===== src/rtl/demux_pkg.sv =====
// Shared definitions for the stream demultiplexer: channel state encoding
// and the selector-width helper.
package demux_pkg;

  // Per-channel occupancy: EMPTY has no word, FULL holds one word for the consumer.
  typedef enum logic {
    CH_EMPTY = 1'b0,
    CH_FULL  = 1'b1
  } ch_state_e;

  // Selector width for n channels; never below 1 so a port always exists.
  function automatic int unsigned sel_width(input int unsigned n);
    return (n <= 1) ? 1 : $clog2(n);
  endfunction

endpackage : demux_pkg


===== src/rtl/demux_slot.sv =====
// One output channel of the demultiplexer: a one-entry holding register with
// a two-state occupancy FSM and valid/ready handshake toward the consumer.
//
// Ports:
//   clk, rst  - clock, synchronous active-high reset
//   load      - write d into the slot this cycle (only issued while free)
//   d         - incoming payload
//   ready     - consumer accepts the held word
//   valid     - slot holds a word (registered)
//   q         - held word (registered, changes only on load)
//   free      - slot can take a word this cycle (EMPTY, or draining now)
module demux_slot
  import demux_pkg::*;
#(
  parameter int unsigned DATA_W = 8
) (
  input  logic              clk,
  input  logic              rst,
  input  logic              load,
  input  logic [DATA_W-1:0] d,
  input  logic              ready,
  output logic              valid,
  output logic [DATA_W-1:0] q,
  output logic              free
);

  ch_state_e state_q;
  ch_state_e state_d;

  // Next-state: load always leaves the slot FULL; drain without load empties it.
  always_comb begin
    state_d = state_q;
    unique case (state_q)
      CH_EMPTY: if (load) state_d = CH_FULL;
      CH_FULL:  if (!load && ready) state_d = CH_EMPTY;
    endcase
  end

  // A FULL slot whose consumer is accepting can be refilled in the same cycle.
  assign free = (state_q == CH_EMPTY) || ready;

  // State, valid and data registers; valid mirrors the registered state.
  always_ff @(posedge clk) begin
    if (rst) begin
      state_q <= CH_EMPTY;
      valid   <= 1'b0;
      q       <= '0;
    end else begin
      state_q <= state_d;
      valid   <= (state_d == CH_FULL);
      if (load) q <= d;
    end
  end

endmodule : demux_slot


===== src/rtl/demux_stream_nch.sv =====
// Registered 1-to-N stream demultiplexer with valid/ready on every port.
// A word is steered to the channel chosen by in_sel, or copied to all
// channels when in_bcast is set. Each channel buffers one word.
//
// Ports:
//   clk, rst   - clock, synchronous active-high reset
//   in_valid   - producer offers a word
//   in_ready   - word accepted this cycle (combinational, independent of in_valid)
//   in_data    - payload
//   in_sel     - target channel index
//   in_bcast   - send to every channel; in_sel ignored
//   out_valid  - per-channel word available
//   out_ready  - per-channel consumer accept
//   out_data   - channel k at bits [k*DATA_W +: DATA_W]
//   err_sel    - sticky: an out-of-range in_sel was accepted
module demux_stream_nch
  import demux_pkg::*;
#(
  parameter  int unsigned DATA_W = 8,
  parameter  int unsigned N_CH   = 4,
  localparam int unsigned SEL_W  = sel_width(N_CH)
) (
  input  logic                   clk,
  input  logic                   rst,
  input  logic                   in_valid,
  output logic                   in_ready,
  input  logic [DATA_W-1:0]      in_data,
  input  logic [SEL_W-1:0]       in_sel,
  input  logic                   in_bcast,
  output logic [N_CH-1:0]        out_valid,
  input  logic [N_CH-1:0]        out_ready,
  output logic [N_CH*DATA_W-1:0] out_data,
  output logic                   err_sel
);

  logic [N_CH-1:0] sel_oh;
  logic [N_CH-1:0] free;
  logic [N_CH-1:0] load;
  logic            in_range;
  logic            xfer;

  // Selector decode; an index >= N_CH matches no channel.
  always_comb begin
    sel_oh = '0;
    for (int k = 0; k < int'(N_CH); k++) begin
      sel_oh[k] = (in_sel == SEL_W'(k));
    end
  end

  assign in_range = |sel_oh;

  // Broadcast needs every channel free at once; out-of-range words are
  // always accepted so they can be dropped without stalling the producer.
  always_comb begin
    if (in_bcast)      in_ready = &free;
    else if (in_range) in_ready = |(sel_oh & free);
    else               in_ready = 1'b1;
  end

  // Nothing is recorded while reset is asserted.
  assign xfer = in_valid && in_ready && !rst;
  assign load = {N_CH{xfer}} & ({N_CH{in_bcast}} | sel_oh);

  // Channel slots.
  for (genvar k = 0; k < int'(N_CH); k++) begin : g_slot
    demux_slot #(
      .DATA_W (DATA_W)
    ) u_slot (
      .clk   (clk),
      .rst   (rst),
      .load  (load[k]),
      .d     (in_data),
      .ready (out_ready[k]),
      .valid (out_valid[k]),
      .q     (out_data[k*DATA_W +: DATA_W]),
      .free  (free[k])
    );
  end

  // Sticky out-of-range flag, cleared only by reset.
  always_ff @(posedge clk) begin
    if (rst)                                 err_sel <= 1'b0;
    else if (xfer && !in_bcast && !in_range) err_sel <= 1'b1;
  end

endmodule : demux_stream_nch


===== config.mk =====
export PLATFORM = sky130hd
export DESIGN_NAME = demux_stream_nch
export DESIGN_NICKNAME = d
export VERILOG_FILES = /design/src/rtl/demux_pkg.sv /design/src/rtl/demux_slot.sv /design/src/rtl/demux_stream_nch.sv
export SDC_FILE = /design/constraint.sdc
export NUM_CORES = 1
export LEC_CHECK = 0
export CAP_MARGIN = 30
export CORE_MARGIN = 2
export CORE_UTILIZATION = 44
export CTS_BUF_LIST = sky130_fd_sc_hd__clkbuf_16
export DETAILED_ROUTE_END_ITERATION = 6
export PLACE_DENSITY = 0.78
export SYNTH_ARGS = -nofsm -noshare
export SYNTH_HDL_FRONTEND = slang
export SYNTH_SLANG_ARGS = --single-unit

===== constraint.sdc =====
create_clock -name clk -period 1.85 [get_ports clk]
set_input_delay 0.4625 -clock clk [delete_from_list [all_inputs] [get_ports clk]]
set_output_delay 0.4625 -clock clk [all_outputs]
set_load 0.005 [all_outputs]

==> results.md <==
- Starting Density: 0.471
- Synth Instances: around 160
- Clock Sinks: 37
- Startpoint types: flop
- ANT cells: 0
- Top cells by area, synth: dfxtp_1 (46%), mux2i_1 (16%), nand2b_1 (11%), a21oi_1 (4.4%), nand3_1 (2.5%)
- Top_reg_cell synth: dfxtp_1
- Synth Warn #: 0
- Highest Clock Rate: 533 MHz
- Static leakage: 1.14 nW
- Worst-path fanout max: 2
- Total gr overflow: 0
- Final hold viol count: 0
- Fin. max-slew vios: 0
- Least-Margin Pin Slew: about 0.36 ns
- Sequential cell area: 744 um^2
- # DRC: 0
- Hold_buf cts: 0
- Net count after synthesis: 181
- DR iter-0 viols: 38
- WP data required: 1.39 ns
- TritonCTS buffer count: 5
- Asr flop ratio synth: 0
- Top-area cell type share of the netlist area: 0.460
- Setup TNS: -0.0263 ns
- FF+latch count, synth: 37
- Clock Path Buffers: 2
- Syn-to-layout area delta: 57.4%
- Ratio of cells with drive above 1 in the final layout: 0.245
- Placed insts: 275
- H-tree depth: 2
- Port Buffers: between 50 and 60
- Pre-Repair DR Iteration Count: 4
- Pwr Density: 802 nW/um^2
- Fin cells: 287
- Number of flops mapped to enable cells by yosys: 0
- Post-route clock period utilization: 1.01
- Largest net degree at the start of global routing: 20
- Crit path kind: flop to output pin
- Skew final: 0.00291 ns
- Wire per inst: 15.3 um
- Final Cell Area: 2530 um^2
- Synth cell types: 26
- Final Core Density: 0.742
- CORE AREA: roughly 3400 um^2
- Setup crit end kind: output pin
- Final-stage net count: 259
- Worst setup margin: -0.0263 ns
- Slew headroom: 0.762
- Ports: 56
- Top post-synthesis cells by count: dfxtp_1 (37), nand2b_1 (28), mux2i_1 (25), a21oi_1 (14), inv_1 (9)
- Area of the multi-input gates: 811 um^2
- Die width: between 60 and 70 um
- First-pass GRT wire length: 7.16 mm
- Antenna violations before repair: 0
- CTS root buffer: clkbuf_16
- DP Worst Slack: -0.748 ns
- Failing checks: setup timing
- Vias: 1465
- WHS: 0.472 ns
- GRT Resource Usage Total: 0.229
- Dpl hpwl: around 3.2 mm
- Clk_lat worst skew: 0.28 ns
- Vias in the first global route: 1574
- Final setup vio count: 1
- Placed Area: 2310 um^2
- CTS tree: yes
- Worst Hold Class: flop to flop
- Number of nets with antenna violations after routing: 0
- Yosys top cell by area: dfxtp_1
- Seq/Total Area, Yosys: 0.460
- Fillers: 253
- RSZ-0062 raised after global routing: yes
- GPL Wtd Cong: 0.809
- Run status: finished, violations left
- Die Area: between 4000 and 5000 um^2
- Avg Cell Area, Syn: 9.88 um^2
- Die Y: 64.5 um
- Minimum clock period: 1.88 ns
- Max VDD drop: 0.643 mV
- Clock slew at reported path FFs: 0.05 ns
- Post-Route WL: ~4.4 mm
- Total power: 2.03 mW
- Top-count cell post-synth: dfxtp_1
- Arrival time at the worst endpoint: between 1 and 1.5 ns
- Synth Cell Area: approximately 1600 um^2
- Num rows: 21
- Max cap viols: 0
- DR vias/cell: 5.10
## cell type report
type	count	share of cell area
tap	46	0.0227
multi-input combinational	104	0.320
inverter	10	0.0148
clock buffer	5	0.0494
clock inverter	2	0.00494
timing repair buffer	83	0.295
sequential	37	0.294
## worst paths after layout
path / start / endpoint / slack [ns] / cells past startpoint
worst max register to register: g_slot[0].u_slot.valid / g_slot[0].u_slot.q[4] / 0.19 / 7
worst max-delay path: g_slot[0].u_slot.valid / in_ready / -0.03 / 4
worst min register to register: err_sel / err_sel / 0.47 / 1
worst min-delay path: err_sel / err_sel / 0.47 / 1
## cell usage in the layout (no fill, tap or decap), drive strengths merged
master,n
clkdlybuf4s50,47
dfxtp,37
buf,31
nand2b,28
mux2i,25
a21oi,14
inv,11
nand3,8
o21ai,8
clkbuf,8
nor2,5
nor2b,4
a22oi,2
nor3,1
nand3b,1
o41a,1
and2b,1
o22ai,1
o41ai,1
nor4,1
nor4b,1
and3,1
or2,1
clkinv,1
dlygate4sd2,1
dlymetal6s2s,1
## cells by family after synthesis
kind of cell,count (synthesis),share of synthesized area
simple gates,52,0.207
flops,37,0.460
compound gates,27,0.106
mux,25,0.155
buf+inv,22,0.0723
## state kept, by name (all words and copies together) (netlist names)
name / count
err_sel: 1
g_slot.u_slot.state_q: 1
g_slot.u_slot.valid: 3
g_slot.u_slot.q: 32
## where the power goes
part / switching, mW / internal, mW
sequential: 0.0262 / 0.848
clock: 0.306 / 0.488
combinational: 0.150 / 0.215
total: 0.482 / 1.55
## layer usage
metal / GRT usage / up-vias / share of wire
li1: - / 706 / -
met1: 0.254 / 694 / 0.40
met2: 0.401 / 54 / 0.52
met3: 0.0729 / 11 / 0.059
met4: 0.101 / 0 / 0.019
met5: 0 / - / 0
## worst max-delay path: stages (launching register included)
cell     delay, ns
dfxtp_2       0.31
nor2b_4       0.12
o41a_1        0.44
o22ai_1       0.13
buf_2         0.13
## timing repair
action,4_1_cts,5_1_grt
resized for setup,24,20
buffers inserted,4,1
endpoints found under the setup margin,1,21
pin swaps,3,5
(Power assumes the default switching activity.)
